## src/rtl/mul_div_unit.sv

```systemverilog
// mul_div_unit: multi-cycle signed/unsigned MULT/DIV into HI/LO over a start/busy/done handshake.
// Define MULDIV_DIV_EN to build the divider; without it DIV/DIVU finish at once with illegal_op.
module mul_div_unit #(
    parameter int WIDTH = 32
) (
    input  logic             clk,
    input  logic             rst,
    input  logic             start,
    input  logic [1:0]       op,
    input  logic [WIDTH-1:0] a,
    input  logic [WIDTH-1:0] b,
    output logic             busy,
    output logic             done,
    output logic [WIDTH-1:0] hi,
    output logic [WIDTH-1:0] lo,
    output logic             div_by_zero,
    output logic             illegal_op
);
    typedef enum logic [1:0] {IDLE, RUN, FIN} state_t;
    localparam int CW = $clog2(WIDTH);

    state_t             state_q, state_d;
    logic [2*WIDTH-1:0] acc_q, acc_d, mul_next, prod_fix;
    logic [WIDTH-1:0]   m_q, m_d, hi_q, hi_d, lo_q, lo_d;
    logic [WIDTH-1:0]   abs_a, abs_b, q_fix, r_fix;
    logic [CW-1:0]      cnt_q, cnt_d;
    logic               div_q, div_d, neg_res_q, neg_res_d, neg_rem_q, neg_rem_d;
    logic               dbz_q, dbz_d, ill_q, ill_d, done_q, done_d;
    logic               dbz_flag_q, dbz_flag_d, ill_flag_q, ill_flag_d;
    logic               sgn, neg_a, neg_b, dbz, ill;
    logic [WIDTH:0]     mul_sum;

    assign sgn   = ~op[0];
    assign neg_a = sgn & a[WIDTH-1];
    assign neg_b = sgn & b[WIDTH-1];
    assign abs_a = neg_a ? -a : a;
    assign abs_b = neg_b ? -b : b;

    // acc holds {partial product, remaining multiplier bits}; carry re-enters on the shift
    assign mul_sum  = {1'b0, acc_q[2*WIDTH-1:WIDTH]} + {1'b0, acc_q[0] ? m_q : {WIDTH{1'b0}}};
    assign mul_next = {mul_sum, acc_q[WIDTH-1:1]};
    assign prod_fix = neg_res_q ? -acc_q : acc_q;
    assign q_fix    = neg_res_q ? -acc_q[WIDTH-1:0] : acc_q[WIDTH-1:0];
    assign r_fix    = neg_rem_q ? -acc_q[2*WIDTH-1:WIDTH] : acc_q[2*WIDTH-1:WIDTH];

`ifdef MULDIV_DIV_EN
    logic [2*WIDTH-1:0] div_next;
    logic [WIDTH:0]     rem, diff;
    assign dbz  = op[1] && b == '0;
    assign ill  = 1'b0;
    // acc holds {remainder, dividend shifting out / quotient shifting in}
    assign rem      = acc_q[2*WIDTH-1:WIDTH-1];
    assign diff     = rem - {1'b0, m_q};
    assign div_next = diff[WIDTH] ? {rem[WIDTH-1:0], acc_q[WIDTH-2:0], 1'b0}
                                  : {diff[WIDTH-1:0], acc_q[WIDTH-2:0], 1'b1};
`else
    assign dbz  = 1'b0;
    assign ill  = op[1];
`endif

    always_comb begin
        state_d    = state_q;
        acc_d      = acc_q;
        m_d        = m_q;
        cnt_d      = cnt_q;
        div_d      = div_q;
        neg_res_d  = neg_res_q;
        neg_rem_d  = neg_rem_q;
        dbz_d      = dbz_q;
        ill_d      = ill_q;
        hi_d       = hi_q;
        lo_d       = lo_q;
        done_d     = 1'b0;
        dbz_flag_d = dbz_flag_q;
        ill_flag_d = ill_flag_q;
        case (state_q)
            IDLE: if (start) begin
                state_d    = (dbz || ill) ? FIN : RUN;
                acc_d      = dbz ? {a, {WIDTH{1'b1}}} : {{WIDTH{1'b0}}, abs_a};
                m_d        = abs_b;
                cnt_d      = '0;
                div_d      = op[1];
                neg_res_d  = neg_a ^ neg_b;
                neg_rem_d  = neg_a;
                dbz_d      = dbz;
                ill_d      = ill;
                dbz_flag_d = 1'b0;
                ill_flag_d = 1'b0;
            end
            RUN: begin
`ifdef MULDIV_DIV_EN
                acc_d = div_q ? div_next : mul_next;
`else
                acc_d = mul_next;
`endif
                cnt_d = cnt_q + CW'(1);
                if (cnt_q == CW'(WIDTH - 1)) state_d = FIN;
            end
            FIN: begin
                state_d    = IDLE;
                done_d     = 1'b1;
                dbz_flag_d = dbz_q;
                ill_flag_d = ill_q;
                if (!ill_q) begin
                    hi_d = dbz_q ? acc_q[2*WIDTH-1:WIDTH] : div_q ? r_fix : prod_fix[2*WIDTH-1:WIDTH];
                    lo_d = dbz_q ? acc_q[WIDTH-1:0] : div_q ? q_fix : prod_fix[WIDTH-1:0];
                end
            end
            default: state_d = IDLE;
        endcase
    end

    always_ff @(posedge clk or negedge rst) begin
        if (!rst) begin
            state_q    <= IDLE;
            acc_q      <= '0;
            m_q        <= '0;
            cnt_q      <= '0;
            div_q      <= 1'b0;
            neg_res_q  <= 1'b0;
            neg_rem_q  <= 1'b0;
            dbz_q      <= 1'b0;
            ill_q      <= 1'b0;
            hi_q       <= '0;
            lo_q       <= '0;
            done_q     <= 1'b0;
            dbz_flag_q <= 1'b0;
            ill_flag_q <= 1'b0;
        end else begin
            state_q    <= state_d;
            acc_q      <= acc_d;
            m_q        <= m_d;
            cnt_q      <= cnt_d;
            div_q      <= div_d;
            neg_res_q  <= neg_res_d;
            neg_rem_q  <= neg_rem_d;
            dbz_q      <= dbz_d;
            ill_q      <= ill_d;
            hi_q       <= hi_d;
            lo_q       <= lo_d;
            done_q     <= done_d;
            dbz_flag_q <= dbz_flag_d;
            ill_flag_q <= ill_flag_d;
        end
    end

    assign busy        = state_q != IDLE;
    assign done        = done_q;
    assign hi          = hi_q;
    assign lo          = lo_q;
    assign div_by_zero = dbz_flag_q;
    assign illegal_op  = ill_flag_q;
endmodule

```

## config.mk

```make
export PLATFORM = sky130hd
export DESIGN_NAME = mul_div_unit
export DESIGN_NICKNAME = d
export VERILOG_FILES = /design/src/rtl/mul_div_unit.sv
export SDC_FILE = /design/constraint.sdc
export NUM_CORES = 1
export LEC_CHECK = 0
export CORE_ASPECT_RATIO = 0.7
export CORE_UTILIZATION = 50
export CTS_CLUSTER_SIZE = 25
export DETAILED_ROUTE_END_ITERATION = 10
export GPL_ROUTABILITY_DRIVEN = 0
export PLACE_DENSITY = 0.71
export SETUP_SLACK_MARGIN = 0.02
export SYNTH_ARGS = -nofsm -noshare
export SYNTH_HDL_FRONTEND = slang
export SYNTH_SLANG_ARGS = --single-unit
```

## constraint.sdc

```tcl
create_clock -name clk -period 4.3 [get_ports clk]
set_input_delay 0.645 -clock clk [delete_from_list [all_inputs] [get_ports clk]]
set_output_delay 0.645 -clock clk [all_outputs]
set_load 0.05 [all_outputs]
```

==> flow_metrics.tcl, run 1 <==
set metrics [dict create \
    status "finished, final reports clean" \
    postPlaceCellArea_sq_um 12700 \
    path_class "register to register" \
    core_area_sq_um 21700 \
    root_buffer "clkbuf_16" \
    rr_worst_depth 10 \
    seq_area_frac_synth_pct 38.7 \
    clock_sinks 172 \
    drc 0 \
    postRouteAntennaNets 0 \
    max_freq_ghz 0.278 \
    cts_max_level 4 \
    fin_crit_ps 3600 \
    final_area_sq_um 13300 \
    viasPerCell 5.88 \
    start_util_pct 51.2 \
    std_cell_rows 45 \
    crit_buf_inv 1 \
    ys_types 64 \
    r2r_setup_slack_ps 700 \
    cp_cell_sequence "buf_4 > and2_1 > ha_1 > a21oi_1 > nand2_1 > a221o_1 > a221oi_1 > o311ai_0 > xnor2_1 > o21ai_0" \
    synthToLayoutAreaGrowth_pct 19.4 \
    cp_slowest_cell "a221oi_1" \
    avgSynthCellArea_sq_um 8.43 \
    cts_resized 0 \
    dominantRegCellSynth "dfrtp_1" \
    dr_wl_met3_mm 3.25 \
    synth_edf_count 0 \
    startpoint_type "register" \
    synth_warnings 0 \
    grt_setup_unrepaired "no" \
    cp_max_fo 27 \
    drt-met1-wl_mm 15.7 \
    final_cells 1714 \
    synth_cells 1319 \
    layout_commonest_cell "o21ai_0" \
    grt.overflow.total 0 \
    setup.worst_path.end_class "register" \
    clock_latency_ps 450 \
    synth.net_count 1427 \
    dp.cells 1682 \
    hold_ws_ps 273 \
    die_h_microns 127 \
    hold_class "primary input to async pin" \
    critPathMaxStageDelay_ps 670 \
    wl_mm 31.1 \
    post-route-period-util_pct 83.7 \
    numCtsBuffers 17 \
    drtIter0Drc 1153 \
    cts.clk_slew.worst_paths_ps 80 \
    worstPathArrival_ps 3950 \
    tightest_slew_ps 1070 \
    grtUsageTotal_pct 27.8 \
    cp_data_required_time_ps 4650 \
    finalPower_w 0.0103 \
    leakage_nw 5.44 \
    reg2reg_to "acc_q[55]" \
    synthArstFlopShare_pct 100 \
    grt_pass1_wl_mm 50.1 \
    ys_ff_latch 172 \
    grt_pass1_vias 9274 \
    drive_gt1_share_pct 5.38 \
    insertedDiodeCount 0 \
    grt_max_degree 129 \
    drv_cap 0 \
    setup_viol 0 \
    portBuffers 135 \
    top_layer "met4" \
    critPathTopFamily "compound AO/OA/AOI/OAI gates" \
    antenna_found_initial 0 \
    cts_setup_buffers 0 \
    routedWlPerCell_microns 18.1 \
    vias 10086 \
    fin_skew_ps 10.5 \
    fin_setup_tns_ps 0 \
    dieArea_sq_um 22900 \
    layout_common_cells "215 x o21ai_0, 189 x nand2_1, 172 x dfrtp_1" \
    dr_wl_met2_mm 11.6 \
    dpl.hpwl_mm 23.3 \
    pwr_density_cell_nw_per_um2 778 \
    die_x_microns 180 \
    netlist_area_sq_um 11100 \
    clk_path_buf_depth 2 \
    cts_hold_buf 0 \
    nFillCells 1942 \
    relSlewSlack_pct 28.5 \
    hold_viol_final 0 \
    ios 137 \
    cts_tree "built" \
    first_pass_iters 5 \
    r2r_start "acc_q[0]" \
    vdd.ir_drop.worst_mv 0.404 \
    slew_violations 0 \
    nets 1527 \
]
[worst reg2reg max path, cell delays in order (launching register included)]
cell      delay, ps
dfrtp_1         520
buf_4           280
and2_1          170
ha_1            280
a21oi_1         290
nand2_1         100
a221o_1         390
a221oi_1        670
o311ai_0        420
xnor2_1         210
o21ai_0         180
[final cells by class]
| class | count | area [sq um] | area share (%) |
|---|---|---|---|
| clock buffer | 17 | 425 | 3.20 |
| clock inverter | 15 | 145 | 1.09 |
| inverter | 19 | 71.3 | 0.537 |
| multi-input combinational | 1058 | 6500 | 48.9 |
| sequential | 172 | 4300 | 32.4 |
| tap | 282 | 353 | 2.66 |
| timing repair buffer | 151 | 1490 | 11.2 |
[metrics by stage]
| stage | utilization, % | worst slack, ps |
|---|---|---|
| after floorplan | - | 1250 |
| after global placement | 58.5 | 659 |
| after detailed placement | 58.5 | 616 |
| after CTS | 61.1 | 781 |
| after global routing | 61.1 | 474 |
| final | 61.1 | 701 |
[how the worst max path moves through the flow]
| stage | from | endpoint | slack [ps] | depth (start not counted) |
|---|---|---|---|---|
| 2_1_floorplan | acc_q[0] | acc_q[61] | 1250 | 13 |
| 3_3_place_gp | a[9] | acc_q[29] | 660 | 8 |
| 3_5_place_dp | a[9] | acc_q[29] | 620 | 8 |
| 4_1_cts | acc_q[0] | acc_q[55] | 780 | 10 |
| 5_1_grt | acc_q[0] | acc_q[55] | 470 | 10 |
| 6_report | acc_q[0] | acc_q[55] | 700 | 10 |
[flip-flops by register name, summed over array words and instances (netlist names)]
| name | cells |
|---|---|
| hi | 32 |
| cnt_q | 5 |
| neg_rem_q | 1 |
| neg_res_q | 1 |
| acc_q | 64 |
| lo | 32 |
| m_q | 32 |
| done | 1 |
| illegal_op | 1 |
| state_q | 2 |
| ill_q | 1 |
[synthesized netlist by cell type, types with 3 or more instances]
cell / count / share of area [%]
a211oi_1: 7 / 0.47
a21o_1: 7 / 0.47
a21oi_1: 74 / 3.3
a22o_1: 8 / 0.63
a22oi_1: 20 / 1.4
a31oi_1: 13 / 0.73
and2_1: 37 / 2.1
and3_1: 8 / 0.45
buf_1: 6 / 0.20
clkbuf_1: 63 / 2.1
dfrtp_1: 172 / 39
ha_1: 38 / 4.3
inv_1: 18 / 0.61
mux2i_1: 4 / 0.36
nand2_1: 190 / 6.4
nand2b_1: 14 / 0.79
nand3_1: 28 / 1.3
nand4_1: 11 / 0.62
nor2_1: 60 / 2.0
nor2b_1: 9 / 0.51
nor3_1: 31 / 1.4
nor4_1: 16 / 0.90
o211ai_1: 4 / 0.27
o21a_1: 3 / 0.20
o21ai_0: 215 / 9.7
o21bai_1: 3 / 0.20
o22ai_1: 3 / 0.17
o31ai_1: 18 / 1.2
o41ai_1: 12 / 0.95
or2_2: 7 / 0.39
or3_1: 11 / 0.62
or4_1: 15 / 1.0
or4_4: 6 / 0.61
xnor2_1: 52 / 4.1
xor2_1: 93 / 7.3
[report_power, final]
group	internal (W)	switching (W)	leakage, nW
Combinational	0.00204	0.00352	2.99
Sequential	0.00235	0.000906	2.17
Clock	0.000771	0.000743	0.277
[logic make-up (layout without fill, tap and decap cells)]
group | count (synthesis) | in the layout | synth area share [%]
compound gates | 413 | 413 | 21.8
xor+xnor | 145 | 145 | 11.4
fa+ha+maj | 39 | 39 | 4.46
buf+inv | 89 | 202 | 3.04
flops | 172 | 172 | 38.7
mux | 6 | 6 | 0.563
other cells | 1 | 1 | 0.0337
simple gates | 454 | 454 | 20.0
[metal layers]
| layer | vias up | global-route usage [%] |
|---|---|---|
| met5 | - | 0 |
| met4 | 0 | 6.89 |
| met3 | 32 | 7.75 |
| met2 | 462 | 36.2 |
| met1 | 4670 | 44.0 |
| li1 | 4922 | - |
No activity file was read; power rests on OpenSTA's default activity.
==> inputs of run 2 (changes only) <==
Clock period 4.3 ns to 3.65 ns, I/O delays scaled along.
==> run 2 against run 1 <==
  * Design area grew 1.5%
  * Sequential share of layout area shrank 0.47 points
  * Clock skew grew 3.7 ps
  * Critical path depth shrank 3
  * Critical endpoint is now hi[17]
==> flow_metrics.tcl, run 2 (synthesis gave the netlist of run 1 again) <==
set metrics [dict create \
    cp_max_fo 7 \
    nets 1546 \
    dieArea_sq_um 22900 \
    grt.overflow.total 0 \
    numCtsBuffers 17 \
    cp_data_required_time_ps 3930 \
    max_freq_ghz 0.317 \
    insertedDiodeCount 0 \
    cts.clk_slew.worst_paths_ps 80 \
    critPathMaxStageDelay_ps 610 \
    worstPathArrival_ps 3440 \
    ios 137 \
    cts_tree "built" \
    setup_viol 0 \
    portBuffers 135 \
    fin_setup_tns_ps 0 \
    final_util_pct 62.0 \
    cts_max_level 4 \
    r2r_start "acc_q[36]" \
    critPathTopFamily "simple AND/OR/NAND/NOR gates" \
    drive_gt1_share_pct 6.62 \
    cp_slowest_cell "or4_1" \
    post-route-period-util_pct 86.5 \
    clk_path_buf_depth 2 \
    root_buffer "clkbuf_16" \
    routedWlPerCell_microns 17.9 \
    wl_mm 31.0 \
    std_cell_rows 45 \
    grt_pass1_vias 9266 \
    largest_reg_flops 64 \
    drtIter0Drc 1051 \
    dpl.hpwl_mm 23.7 \
    tightest_slew_ps 1090 \
    start_util_pct 51.2 \
    viasPerCell 5.84 \
    finalPower_w 0.0124 \
    reg2reg_to "hi[17]" \
    grt_pass1_wl_mm 50.7 \
    hold_viol_final 0 \
    layout_commonest_cell "o21ai_0" \
    crit_buf_inv 0 \
    regMostFlops "acc_q" \
    path_class "register to register" \
    grt_max_degree 129 \
    synthToLayoutAreaGrowth_pct 21.2 \
    status "finished, final reports clean" \
    clock_latency_ps 450 \
    die_h_microns 127 \
    hold_class "primary input to async pin" \
    cts_resized 0 \
    drc 0 \
    antenna_found_initial 0 \
    setup.worst_path.end_class "register" \
    fin_skew_ps 14.2 \
    vias 10124 \
    cts_setup_buffers 0 \
    relSlewSlack_pct 27.2 \
    leakage_nw 5.57 \
    cts_hold_buf 0 \
    r2r_setup_slack_ps 490 \
    vdd.ir_drop.worst_mv 0.615 \
    postRouteAntennaNets 0 \
    cp_cell_sequence "or4_1 > or4_1 > or4_1 > a211oi_1 > o21ai_0 > xnor2_1 > o21ai_0" \
    pwr_density_cell_nw_per_um2 919 \
    die_x_microns 180 \
    layout_common_cells "215 x o21ai_0, 189 x nand2_1, 172 x dfrtp_1" \
    nFillCells 1867 \
    grt_setup_unrepaired "no" \
    drv_cap 0 \
    slew_violations 0 \
    grtUsageTotal_pct 28.2 \
    fin_crit_ps 3160 \
    rr_worst_depth 7 \
    first_pass_iters 6 \
    startpoint_type "register" \
    clock_sinks 172 \
    crit_path_frequent_cell "or4_1" \
    core_area_sq_um 21700 \
]
## run 2: changes by cell type in the layout (fill, tap and decap cells not counted), moves of 2 or more
| cell | previous run | this run |
|---|---|---|
| clkinvlp_4 | 2 | 0 |
| buf_4 | 15 | 34 |
| clkinv_8 | 1 | 5 |
| inv_8 | 5 | 3 |
## run 2: stage by stage
step / instances / worst slack, ps / hold slack [ps] / cell area, sq um
after floorplan: 1319 / 601 / 252 / 11100
after global placement: 1701 / 336 / 456 / 12900
after detailed placement: 1701 / 320 / 469 / 12900
after CTS: 1733 / 551 / 13.1 / 13500
after global routing: 1733 / 244 / 27.1 / 13500
final: 1733 / 493 / 5.39 / 13500
## run 2: worst reg2reg max path, stage by stage, from the launching register on
cell and delay (ps):
dfrtp_1 480, or4_1 610, or4_1 420, or4_1 400, a211oi_1 580, o21ai_0 250
xnor2_1 180, o21ai_0 80
## run 2: worst max-delay path by stage
stage	startpoint	endpoint	slack, ps	depth (start not counted)
2_1_floorplan	acc_q[0]	acc_q[61]	600	13
3_3_place_gp	a[9]	acc_q[29]	340	9
3_5_place_dp	a[9]	acc_q[29]	320	9
4_1_cts	acc_q[36]	hi[17]	550	7
5_1_grt	acc_q[10]	hi[25]	240	7
6_report	acc_q[36]	hi[17]	490	7
## run 2: area by class of cell
class / count / area (sq um) / area share [%]
clock buffers: 17 / 425 / 3.16
clock inverters: 15 / 198 / 1.47
inverters: 19 / 71.3 / 0.529
multi-input cells: 1058 / 6500 / 48.2
well taps: 282 / 353 / 2.62
repair buffers: 170 / 1630 / 12.1
flip-flops and latches: 172 / 4300 / 31.9
## run 2: power by group
part | internal, W | total (W) | leakage [nW] | switching, W
Sequential | 0.00277 | 0.00375 | 2.17 | 0.000979
Combinational | 0.00248 | 0.00674 | 3.09 | 0.00426
Clock | 0.000994 | 0.00190 | 0.303 | 0.000906
## run 2: routing by layer
layer,vias to the layer above,wire length [microns],part of all wire (%),global-route usage (%)
li1,4966,-,-,-
met1,4682,15900,51,45.4
met2,451,11700,38,36.8
met3,25,3060,9.9,7.49
met4,0,280,0.90,6.13
met5,-,0,0,0
